`config.mk`:
```
export PLATFORM = sky130hd
export DESIGN_NAME = number_stream_source_flat
export DESIGN_NICKNAME = d
export VERILOG_FILES = /design/src/rtl/number_stream_source_if.sv /design/src/rtl/number_stream_source.sv /design/src/flat_wrapper.sv
export SDC_FILE = /design/constraint.sdc
export NUM_CORES = 1
export LEC_CHECK = 0
export ABC_AREA = 0
export CORE_MARGIN = 2
export CORE_UTILIZATION = 60
export CTS_BUF_LIST = sky130_fd_sc_hd__clkbuf_16
export CTS_CLUSTER_SIZE = 12
export DETAILED_ROUTE_END_ITERATION = 16
export HOLD_SLACK_MARGIN = 0.06
export PLACE_DENSITY = 0.86
export SLEW_MARGIN = 10
export SYNTH_ARGS = -nofsm -noshare
export SYNTH_HDL_FRONTEND = slang
export SYNTH_SLANG_ARGS = --single-unit
```
`constraint.sdc`:
```
create_clock -name clk -period 9.2 [get_ports clk]
set_input_delay 1.84 -clock clk [delete_from_list [all_inputs] [get_ports clk]]
set_output_delay 1.84 -clock clk [all_outputs]
set_load 0.01 [all_outputs]
```
`src/rtl/number_stream_source_if.sv`:
```
// Load/playback port bundle of the number stream source.
// The master side is the stream source; the slave side loads the table,
// starts playback and watches the next/number strobes.
interface number_stream_source_if;
    logic       clr;
    logic       wr_en;
    logic [7:0] wr_value;
    logic [7:0] wr_count;
    logic       start;
    logic       next;
    logic [7:0] number;
    logic       busy;
    logic       done;
    logic       full;
    logic [7:0] expected_mode;

    modport master (
        input  clr, wr_en, wr_value, wr_count, start,
        output next, number, busy, done, full, expected_mode
    );

    modport slave (
        output clr, wr_en, wr_value, wr_count, start,
        input  next, number, busy, done, full, expected_mode
    );
endinterface

```
`src/rtl/number_stream_source.sv`:
```
// number_stream_source: plays a loaded table of (value, repeat-count) entries
// as a paced stream of next strobes with number valid. It also tracks the
// value whose count is largest (later entry wins ties) as the expected mode.
// All outputs are registered from the next-state decode, so the first pulse
// appears in the cycle right after start is sampled.
module number_stream_source #(
    parameter int DEPTH = 16,
    parameter int GAP   = 0
) (
    input  logic                   clk,
    input  logic                   rst,
    number_stream_source_if.master bus
);

    localparam int AW         = $clog2(DEPTH);
    localparam int PW         = AW + 1;
    localparam int GW         = (GAP > 0) ? $clog2(GAP + 1) : 1;
    localparam int GAP_LAST_I = (GAP > 0) ? GAP - 1 : 0;
    localparam logic [GW-1:0] GAP_LAST = GW'(GAP_LAST_I);

    typedef enum logic [1:0] {IDLE, EMIT, WAIT, FIN} state_t;

    state_t state;
    state_t state_n;

    logic [7:0] value_mem [DEPTH];
    logic [7:0] count_mem [DEPTH];

    // wptr ranges 0..DEPTH, so its top bit doubles as the full flag
    logic [PW-1:0] wptr;
    logic [7:0]    best_count;
    logic [7:0]    mode;

    logic [PW-1:0] idx;
    logic [PW-1:0] idx_n;
    logic [7:0]    rep;
    logic [7:0]    rep_n;
    logic [GW-1:0] gap_cnt;
    logic [GW-1:0] gap_cnt_n;

    logic       next_q;
    logic       next_d;
    logic [7:0] number_q;
    logic [7:0] number_d;
    logic       busy_q;
    logic       busy_d;
    logic       done_q;
    logic       done_d;

    logic          idle;
    logic          load_ok;
    logic [7:0]    cur_count;
    logic [PW-1:0] idx_inc;
    logic [7:0]    rep_inc;
    logic          last_rep;

    assign idle      = (state == IDLE);
    assign load_ok   = idle && bus.wr_en && !bus.clr && !wptr[AW];
    assign cur_count = count_mem[idx[AW-1:0]];
    assign idx_inc   = idx + PW'(1);
    assign rep_inc   = rep + 8'd1;
    assign last_rep  = (rep_inc == cur_count);

    // Table storage: plain data, written only by an accepted load
    always_ff @(posedge clk) begin
        if (load_ok) begin
            value_mem[wptr[AW-1:0]] <= bus.wr_value;
            count_mem[wptr[AW-1:0]] <= bus.wr_count;
        end
    end

    // Write pointer and running mode tracker; a clear beats a same-cycle write
    always_ff @(posedge clk) begin
        if (rst) begin
            wptr       <= '0;
            best_count <= '0;
            mode       <= '0;
        end else if (idle && bus.clr) begin
            wptr       <= '0;
            best_count <= '0;
            mode       <= '0;
        end else if (load_ok) begin
            wptr <= wptr + PW'(1);
            if (bus.wr_count >= best_count) begin
                best_count <= bus.wr_count;
                mode       <= bus.wr_value;
            end
        end
    end

    // Playback sequencing: walk entries, repeats and gap cycles
    always_comb begin
        state_n   = state;
        idx_n     = idx;
        rep_n     = rep;
        gap_cnt_n = gap_cnt;
        case (state)
            IDLE: begin
                if (bus.start) begin
                    idx_n     = '0;
                    rep_n     = '0;
                    gap_cnt_n = '0;
                    state_n   = (wptr == '0) ? FIN : EMIT;
                end
            end
            EMIT: begin
                if (cur_count == 8'd0) begin
                    // Zero-count entry costs one silent cycle
                    idx_n   = idx_inc;
                    rep_n   = '0;
                    state_n = (idx_inc == wptr) ? FIN : EMIT;
                end else begin
                    if (last_rep) begin
                        idx_n = idx_inc;
                        rep_n = '0;
                    end else begin
                        rep_n = rep_inc;
                    end
                    gap_cnt_n = '0;
                    // With a gap, the end-of-table check happens after the wait
                    if (GAP > 0) begin
                        state_n = WAIT;
                    end else if (last_rep && (idx_inc == wptr)) begin
                        state_n = FIN;
                    end else begin
                        state_n = EMIT;
                    end
                end
            end
            WAIT: begin
                if (gap_cnt == GAP_LAST) begin
                    state_n = (idx == wptr) ? FIN : EMIT;
                end else begin
                    gap_cnt_n = gap_cnt + GW'(1);
                end
            end
            FIN: begin
                state_n = IDLE;
            end
            default: begin
                state_n = IDLE;
            end
        endcase
    end

    // Output decode for the cycle described by the next state
    always_comb begin
        next_d   = 1'b0;
        number_d = number_q;
        busy_d   = 1'b0;
        done_d   = 1'b0;
        case (state_n)
            EMIT: begin
                busy_d = 1'b1;
                if (count_mem[idx_n[AW-1:0]] != 8'd0) begin
                    next_d   = 1'b1;
                    number_d = value_mem[idx_n[AW-1:0]];
                end
            end
            WAIT: begin
                busy_d = 1'b1;
            end
            FIN: begin
                done_d = 1'b1;
            end
            default: begin
            end
        endcase
    end

    // State and playback counters
    always_ff @(posedge clk) begin
        if (rst) begin
            state   <= IDLE;
            idx     <= '0;
            rep     <= '0;
            gap_cnt <= '0;
        end else begin
            state   <= state_n;
            idx     <= idx_n;
            rep     <= rep_n;
            gap_cnt <= gap_cnt_n;
        end
    end

    // Registered stream outputs
    always_ff @(posedge clk) begin
        if (rst) begin
            next_q   <= 1'b0;
            number_q <= '0;
            busy_q   <= 1'b0;
            done_q   <= 1'b0;
        end else begin
            next_q   <= next_d;
            number_q <= number_d;
            busy_q   <= busy_d;
            done_q   <= done_d;
        end
    end

    assign bus.next          = next_q;
    assign bus.number        = number_q;
    assign bus.busy          = busy_q;
    assign bus.done          = done_q;
    assign bus.full          = wptr[AW];
    assign bus.expected_mode = mode;

endmodule
```
`src/flat_wrapper.sv`:
```
// flat-port wrapper written by rule: the top's interface ports become plain ports
module number_stream_source_flat 
#(
    parameter int DEPTH = 16,
    parameter int GAP   = 0
)
  (clk, rst, bus_clr, bus_wr_en, bus_wr_value, bus_wr_count, bus_start, bus_next, bus_number, bus_busy, bus_done, bus_full, bus_expected_mode);
  number_stream_source_if bus_i ();
  input  logic clk;
  input  logic rst;
  input wire logic [$bits(bus_i.clr)-1:0] bus_clr;
  input wire logic [$bits(bus_i.wr_en)-1:0] bus_wr_en;
  input wire logic [$bits(bus_i.wr_value)-1:0] bus_wr_value;
  input wire logic [$bits(bus_i.wr_count)-1:0] bus_wr_count;
  input wire logic [$bits(bus_i.start)-1:0] bus_start;
  output wire logic [$bits(bus_i.next)-1:0] bus_next;
  output wire logic [$bits(bus_i.number)-1:0] bus_number;
  output wire logic [$bits(bus_i.busy)-1:0] bus_busy;
  output wire logic [$bits(bus_i.done)-1:0] bus_done;
  output wire logic [$bits(bus_i.full)-1:0] bus_full;
  output wire logic [$bits(bus_i.expected_mode)-1:0] bus_expected_mode;
  assign bus_i.clr = bus_clr;
  assign bus_i.wr_en = bus_wr_en;
  assign bus_i.wr_value = bus_wr_value;
  assign bus_i.wr_count = bus_wr_count;
  assign bus_i.start = bus_start;
  assign bus_next = bus_i.next;
  assign bus_number = bus_i.number;
  assign bus_busy = bus_i.busy;
  assign bus_done = bus_i.done;
  assign bus_full = bus_i.full;
  assign bus_expected_mode = bus_i.expected_mode;
  number_stream_source #(.DEPTH(DEPTH), .GAP(GAP)) u_core (.clk(clk), .rst(rst), .bus(bus_i));
endmodule
```
Word-level counts from Yosys, hierarchy flattened

Memories as Yosys holds them, arrays and structs flattened. A register that Yosys moved wholly into a read port is not among the register bits.
Index checks and enable logic that the tools add are counted.

$add $sub $neg: 4
$mul: 0
Divide/modulo/power cells: 0
Magnitude comparators: 1
Eq/ne operators: 12
Shift operators: 0
Muxes and demuxes: 26
Bitwise gates (word level): 1
Reductions and logical operators: 21

Operator list:

| kind                | count |
|---|---|
| $mux 8              | 3 |
| $pmux 8 s2          | 1 |
| $mux 5              | 3 |
| $mux 2              | 7 |
| $add 5x1->5 const B | 2 |
| $eq 5x5->1          | 2 |
| $pmux 5 s2          | 1 |
| $add 8x1->8 const B | 1 |
| $eq 2x2->1 const B  | 4 |
| $eq 8x8->1          | 1 |
| $ge 8x8->1          | 1 |
| $logic_not 8->1     | 1 |
| $mux 1              | 8 |
| $pmux 2 s4          | 1 |
| $reduce_bool 8->1   | 1 |
| $reduce_and 2->1    | 3 |
| $reduce_and 3->1    | 2 |
| $reduce_or 2->1     | 3 |
| $logic_and 1x1->1   | 5 |
| $logic_not 5->1     | 1 |
| $eq 2x1->1 const B  | 2 |
| $mux 4              | 1 |
| $ne 2x2->1 const B  | 2 |
| $ne 3x1->1 const B  | 1 |
| 7 further kinds     | 8 |

Register bits after elaboration: 40
Latch bits: 0
RAM bits: 256
Bits in read-only memories: 0
Input bits: 21
Output and inout bits: 20
Word-level logic and storage cells: 78
Memories kept: 2

Memories:

| memory           | depth | bits a word | read ports | clocked after Yosys merged registers in | wr ports | line                       | RTL |
|---|---|---|---|---|---|---|---|
| u_core.count_mem | 16    | 8           | 2          | 1                                       | 1        | number_stream_source.sv:27 | `logic [7:0] count_mem [DEPTH];` |
| u_core.value_mem | 16    | 8           | 1          | 1                                       | 1        | number_stream_source.sv:26 | `logic [7:0] value_mem [DEPTH];` |

Longest topological paths before layout

Depth in word-level cells: 9
Depth in mapped cells: 18
Mapped depth without buffers: 14

Worst setup path before layout

OpenSTA, ideal clock, no wires.

Kind: input to register
Start: in bus_wr_count[0]
End: reg u_core.best_count[0]
Library setup time: 0.128 ns
Data arrival time: 4.048 ns
Required time: 9.072 ns
Slack: 5.024 ns
Stages on the path: 16
Path buffers: 2
Cell sequence: inv_1 > ha_1 > nand2b_1 > a21o_1 > a21o_1 > a21o_1 > a21oi_1 > nor2b_1 > o21ai_0 > nand2b_1 > a21oi_1 > nor2b_1 > clkbuf_1 > clkbuf_1 > mux2i_1 > nor2_1

Longest elaborated chain between the ends: 2

Ends and longest elaborated chain:

| element                           | line                       | RTL |
|---|---|---|
| start: declaration                | flat_wrapper.sv:14         | `input wire logic [$bits(bus_i.wr_count)-1:0] bus_wr_count;` |
| $ge 8x8->1                        | number_stream_source.sv:84 | `if (bus.wr_count >= best_count) begin` |
| $reduce_and 2->1 (no source line) | -                          |  |
| end signal: assignment            | number_stream_source.sv:85 | `best_count <= bus.wr_count;` |
| end: declaration                  | number_stream_source.sv:31 | `logic [7:0] best_count;` |

Several ways; a longest one is shown, not always the timed one.
A chain may end at the register's enable or synchronous reset.

Worst setup path after layout

Start: reg u_core.idx[2]
End: reg u_core.number_q[1], in the netlist u_core.bus.number[1] (read register of u_core.value_mem)

Longest elaborated chain between the ends: 8
Elaborated cells between the ends (all ways): 18
Those cells by class: add/sub (1); eq/ne (3); mux (10); reduce/logical (3); memory (1)

Ends and longest elaborated chain:

| element                                                              | line                        | RTL |
|---|---|---|
| start: declaration                                                   | number_stream_source.sv:34  | `logic [PW-1:0] idx;` |
| start signal: assignment                                             | number_stream_source.sv:180 | `idx <= idx_n;` |
| parallel branches: the longest is 8 deep, another holds $mem_v2 16x8 | -                           |  |
| end: declaration                                                     | number_stream_source.sv:43  | `logic [7:0] number_q;` |

Parallel ways; which one is timed is not known. The select of a mux whose other input is x is not followed.

==> results.md <==
* Buffers inserted by post-CTS timing repair at 0
* Number of antenna diodes at 0
* Nets at 951
* Inserted Clock Buffers at 30
* Final hold violation count at 0
* Unrepaired setup endpoints after global routing: no
* Internal power of the cells at 2.36 mW
* CP max stage cell: sky130_fd_sc_hd__dfxtp_2
* Worst slew pin tran at 1.22 ns
* Area occupied by registers at 0.00863 mm^2
* Worst clock skew on the final layout at 0.0123 ns
* Total global routing track utilization at 0.260
* Total of fill cells in the finished design at 1335
* Detail-routed via count per cell at 6.55
* Leakage power summed over all cells at 5.00 nW
* Maximum net fanout on the critical path at 67
* Maximum achievable frequency at 172 MHz
* Post-synthesis cell type with the largest combined area: sky130_fd_sc_hd__edfxtp_1
* Overall die width at 152 um
* Routed vias at 7949
* Final critical-path share of the clock period at 0.633
* Count of non-filler cells in the finished layout at 1213
* Minimum period implied by the final worst setup slack at 5.82 ns
* Placement Rows at 54
* Number of H-tree levels at 1
* Die span in y at 152 um
* Number of antenna violations at the first check in global routing at 0
* Post-cts hold buffer count at 0
* Number of DRC markers in iteration 0 at 1139
* Run status: finished, final reports clean
* Max_cap viols at 0
* Total negative setup slack at 0 ns
* Count of flip-flops with a built-in enable after synthesis at 256
* GP Congestion at 0.948
* Number of slew-limit violations in the final report at 0
* Clock tree from TritonCTS: done
* Worst setup EP type: register
* Share of final-layout standard cells stronger than drive strength 1 at 0.122
* Maximum number of pins on one net before global-route repair at 68
* Detailed Route WL at 30200 um
* Total area of multi-input combinational cells at 0.00433 mm^2
* Syn_nets at 895
* Flip-flop cell with the highest count after synthesis: sky130_fd_sc_hd__edfxtp_1
* Share of total power in sequential cells at 0.506
* Critical path, cell by cell: mux4_1 -> mux4_2 -> xnor2_1 -> mux2i_1 -> mux2i_1 -> a222oi_1 -> nand3_4 -> buf_4 -> a311oi_1 -> a311oi_1 -> o32ai_4 -> mux2_4
* Clk root buf: sky130_fd_sc_hd__clkbuf_16
* Seq/Total Area, Yosys at 0.655
* Flip-flop and latch count after synthesis at 303
* Worst relative slew slack at 0.182
* Net switching share of the total power at 0.234
* WP data required at 9.64 ns
* Overflow left after global routing at 0
* Psw at 0.723 mW
* Mean instance size in the synthesized netlist at 15.4 um^2
* DR DRC count at 0
* Combinational power share at 0.130
* Number of optimization iterations in the first detailed-route pass at 5
* Maximum vdd drop at 0.149 mV
* Vias in the first global route at 7904
* Critical Path AT at 6.26 ns
* CP Class: register to register
* Num ports at 41
* Number of distinct library cell variants in the gate-level netlist after synthesis at 57
* Initial Utilization at 0.607
* Crit-path max cell delay at 1.11 ns
* Clock Latency Late Sink at 0.56 ns
* Clock Sink Count at 303
* Antenna viol nets, final at 0
* Global-route wire length before repair at 46300 um
* Clock network power share at 0.363
* Async set or reset register ratio after synthesis at 0
* Clock-pin slew reported for the worst setup and hold paths after clock tree synthesis at 0.06 ns
* Proportion of netlist area held by the largest area contributor at 0.584
* Type of element launching the critical path: register
* Quantity of gates resized following cts at 0
* Post-synthesis cell area at 0.0132 mm^2
* Worst Hold Class: register to register
* Total power per unit cell area at 208 mW/mm^2
* Core Footprint at 0.0217 mm^2
* Die Footprint at 0.0231 mm^2
* Gate count of the mapped netlist at 855
* Total placed cells including tap cells at 1159
* Yosys warning count at 0
* Clock buffer depth at 3
* Area growth from synthesis to layout at 12.9%
* Setup-violating endpoint count in the final report at 0
* HPWL reported at the end of detailed placement at 19100 um
* Leading post-synthesis cells by cell area: sky130_fd_sc_hd__edfxtp_1 (58%), sky130_fd_sc_hd__mux2i_1 (9.7%), sky130_fd_sc_hd__dfxtp_1 (7.1%), sky130_fd_sc_hd__mux4_2 (4.3%), sky130_fd_sc_hd__ha_1 (1.8%)
* Routed WL per cell at 24.9 um
* Count of buffers from port buffering at 40
-- per-layer routing --
layer	part of all wire	vias to the layer above	wire, um	global-route usage
met5	0	-	0	0
met4	0.047	0	1420	0.118
met3	0.097	102	2920	0.0545
met2	0.47	489	14300	0.415
met1	0.38	3909	11600	0.350
li1	-	3449	-	-
-- cell type report --
class                           instances  share of cell area
Multi-Input combinational cell        496               0.292
Sequential cell                       303               0.581
Tap cell                              280              0.0236
Clock inverter                         24              0.0107
Timing Repair Buffer                   64              0.0391
Clock buffer                           30              0.0505
Inverter                               16             0.00404
-- cells in the mapped netlist (2+ instances only) --
master / instances
sky130_fd_sc_hd__nor4b_1: 2
sky130_fd_sc_hd__a21oi_1: 25
sky130_fd_sc_hd__mux4_1: 9
sky130_fd_sc_hd__ha_1: 19
sky130_fd_sc_hd__nor3b_1: 2
sky130_fd_sc_hd__and3_1: 5
sky130_fd_sc_hd__edfxtp_1: 256
sky130_fd_sc_hd__nor3_1: 11
sky130_fd_sc_hd__a21o_1: 4
sky130_fd_sc_hd__buf_1: 3
sky130_fd_sc_hd__inv_1: 16
sky130_fd_sc_hd__nand3b_1: 3
sky130_fd_sc_hd__nand3_1: 15
sky130_fd_sc_hd__nand4_1: 3
sky130_fd_sc_hd__nor4_1: 33
sky130_fd_sc_hd__nand2b_1: 5
sky130_fd_sc_hd__a311oi_1: 2
sky130_fd_sc_hd__mux4_2: 25
sky130_fd_sc_hd__nor2b_1: 17
sky130_fd_sc_hd__xor2_1: 7
sky130_fd_sc_hd__and2_1: 3
sky130_fd_sc_hd__nor2_1: 58
sky130_fd_sc_hd__mux2_2: 3
sky130_fd_sc_hd__dfxtp_1: 47
sky130_fd_sc_hd__a22oi_1: 24
sky130_fd_sc_hd__or3_1: 2
sky130_fd_sc_hd__o21ai_0: 10
sky130_fd_sc_hd__nand2_1: 35
sky130_fd_sc_hd__mux2i_1: 128
sky130_fd_sc_hd__buf_4: 3
sky130_fd_sc_hd__a31oi_1: 2
sky130_fd_sc_hd__buf_2: 16
sky130_fd_sc_hd__xnor2_1: 14
sky130_fd_sc_hd__clkbuf_1: 16
sky130_fd_sc_hd__mux2_4: 10
-- power groups by stage --
stage	clock (mW)	sequential (mW)	combinational, mW
after global placement	0	1.59	0.388
after global routing	1.18	1.57	0.437
after detailed placement	0	1.59	0.398
after CTS	1.13	1.56	0.401
after floorplan	0	1.60	0.244
final	1.12	1.56	0.402
-- worst max-delay path: cells and delay by family, from the launching register on --
family	cells	cell delay, ns
AOI/OAI and AO/OA	4	1.75
muxes	5	1.94
xor gates and xnor gates	1	0.17
buffers and inverters	1	0.48
DFF	1	1.11
and+or+nand+nor	1	0.22
-- per-stage QoR --
step	cell area (um^2)	power (mW)	setup WS [ns]	hold slack, ns	util
after floorplan	13200	1.84	5.02	0.452	-
after global placement	14000	1.98	3.68	0.473	0.643
after detailed placement	14000	1.99	3.48	0.483	0.643
after CTS	14900	3.09	3.42	0.492	0.685
after global routing	14900	3.18	3.11	0.532	0.685
final	14900	3.09	3.38	0.490	0.685
-- layout by cell type (no fill, tap or decap), drive strengths merged, types with 2 or more instances in the layout --
master and count:
edfxtp 256, mux2i 128, nor2 58, dfxtp 47
clkdlybuf4s50 40, nand2 35, inv 34, mux4 34
nor4 33, clkbuf 30, a21oi 25, a22oi 24
buf 24, ha 19, nor2b 17, nand3 15
xnor2 14, mux2 13, o21ai 12, nor3 11
xor2 7, and3 5, nand2b 5, a21o 4
clkinv 4, and2 3, nand4 3, nand3b 3
a31oi 3, nor4b 2, nor3b 2, or3 2
a311oi 2, bufinv 2, o32ai 2, a211oi 2
-- logic make-up (layout without fill, tap and decap cells) --
logic type	count (synthesis)	in the layout	synth area share
mux	175	175	0.172
flops	303	303	0.655
simple gates	196	196	0.0743
buf+inv	56	134	0.0198
compound gates	85	85	0.0465
xor+xnor	21	21	0.0140
fa+ha+maj	19	19	0.0181
-- worst paths after layout --
| path | end | start | slack (ns) | cells past startpoint |
|---|---|---|---|---|
| setup reg to reg | u_core.bus.number[1] | u_core.idx[2] | 3.38 | 12 |
| setup / recovery | u_core.bus.number[1] | u_core.idx[2] | 3.38 | 12 |
| hold / removal | u_core.rep[1] | u_core.rep[1] | 0.49 | 2 |
| hold reg to reg | u_core.rep[1] | u_core.rep[1] | 0.49 | 2 |
-- flip-flops by register name (all words and copies together), names as in the netlist --
signal / flops
u_core.best_count: 8
u_core.bus.busy: 1
u_core.bus.done: 1
u_core.bus.expected_mode: 8
u_core.bus.next: 1
u_core.bus.number: 8
u_core.count_mem: 128
u_core.idx: 5
u_core.rep: 8
u_core.state: 2
u_core.value_mem: 128
u_core.wptr: 5
(Power assumes the default switching activity.)
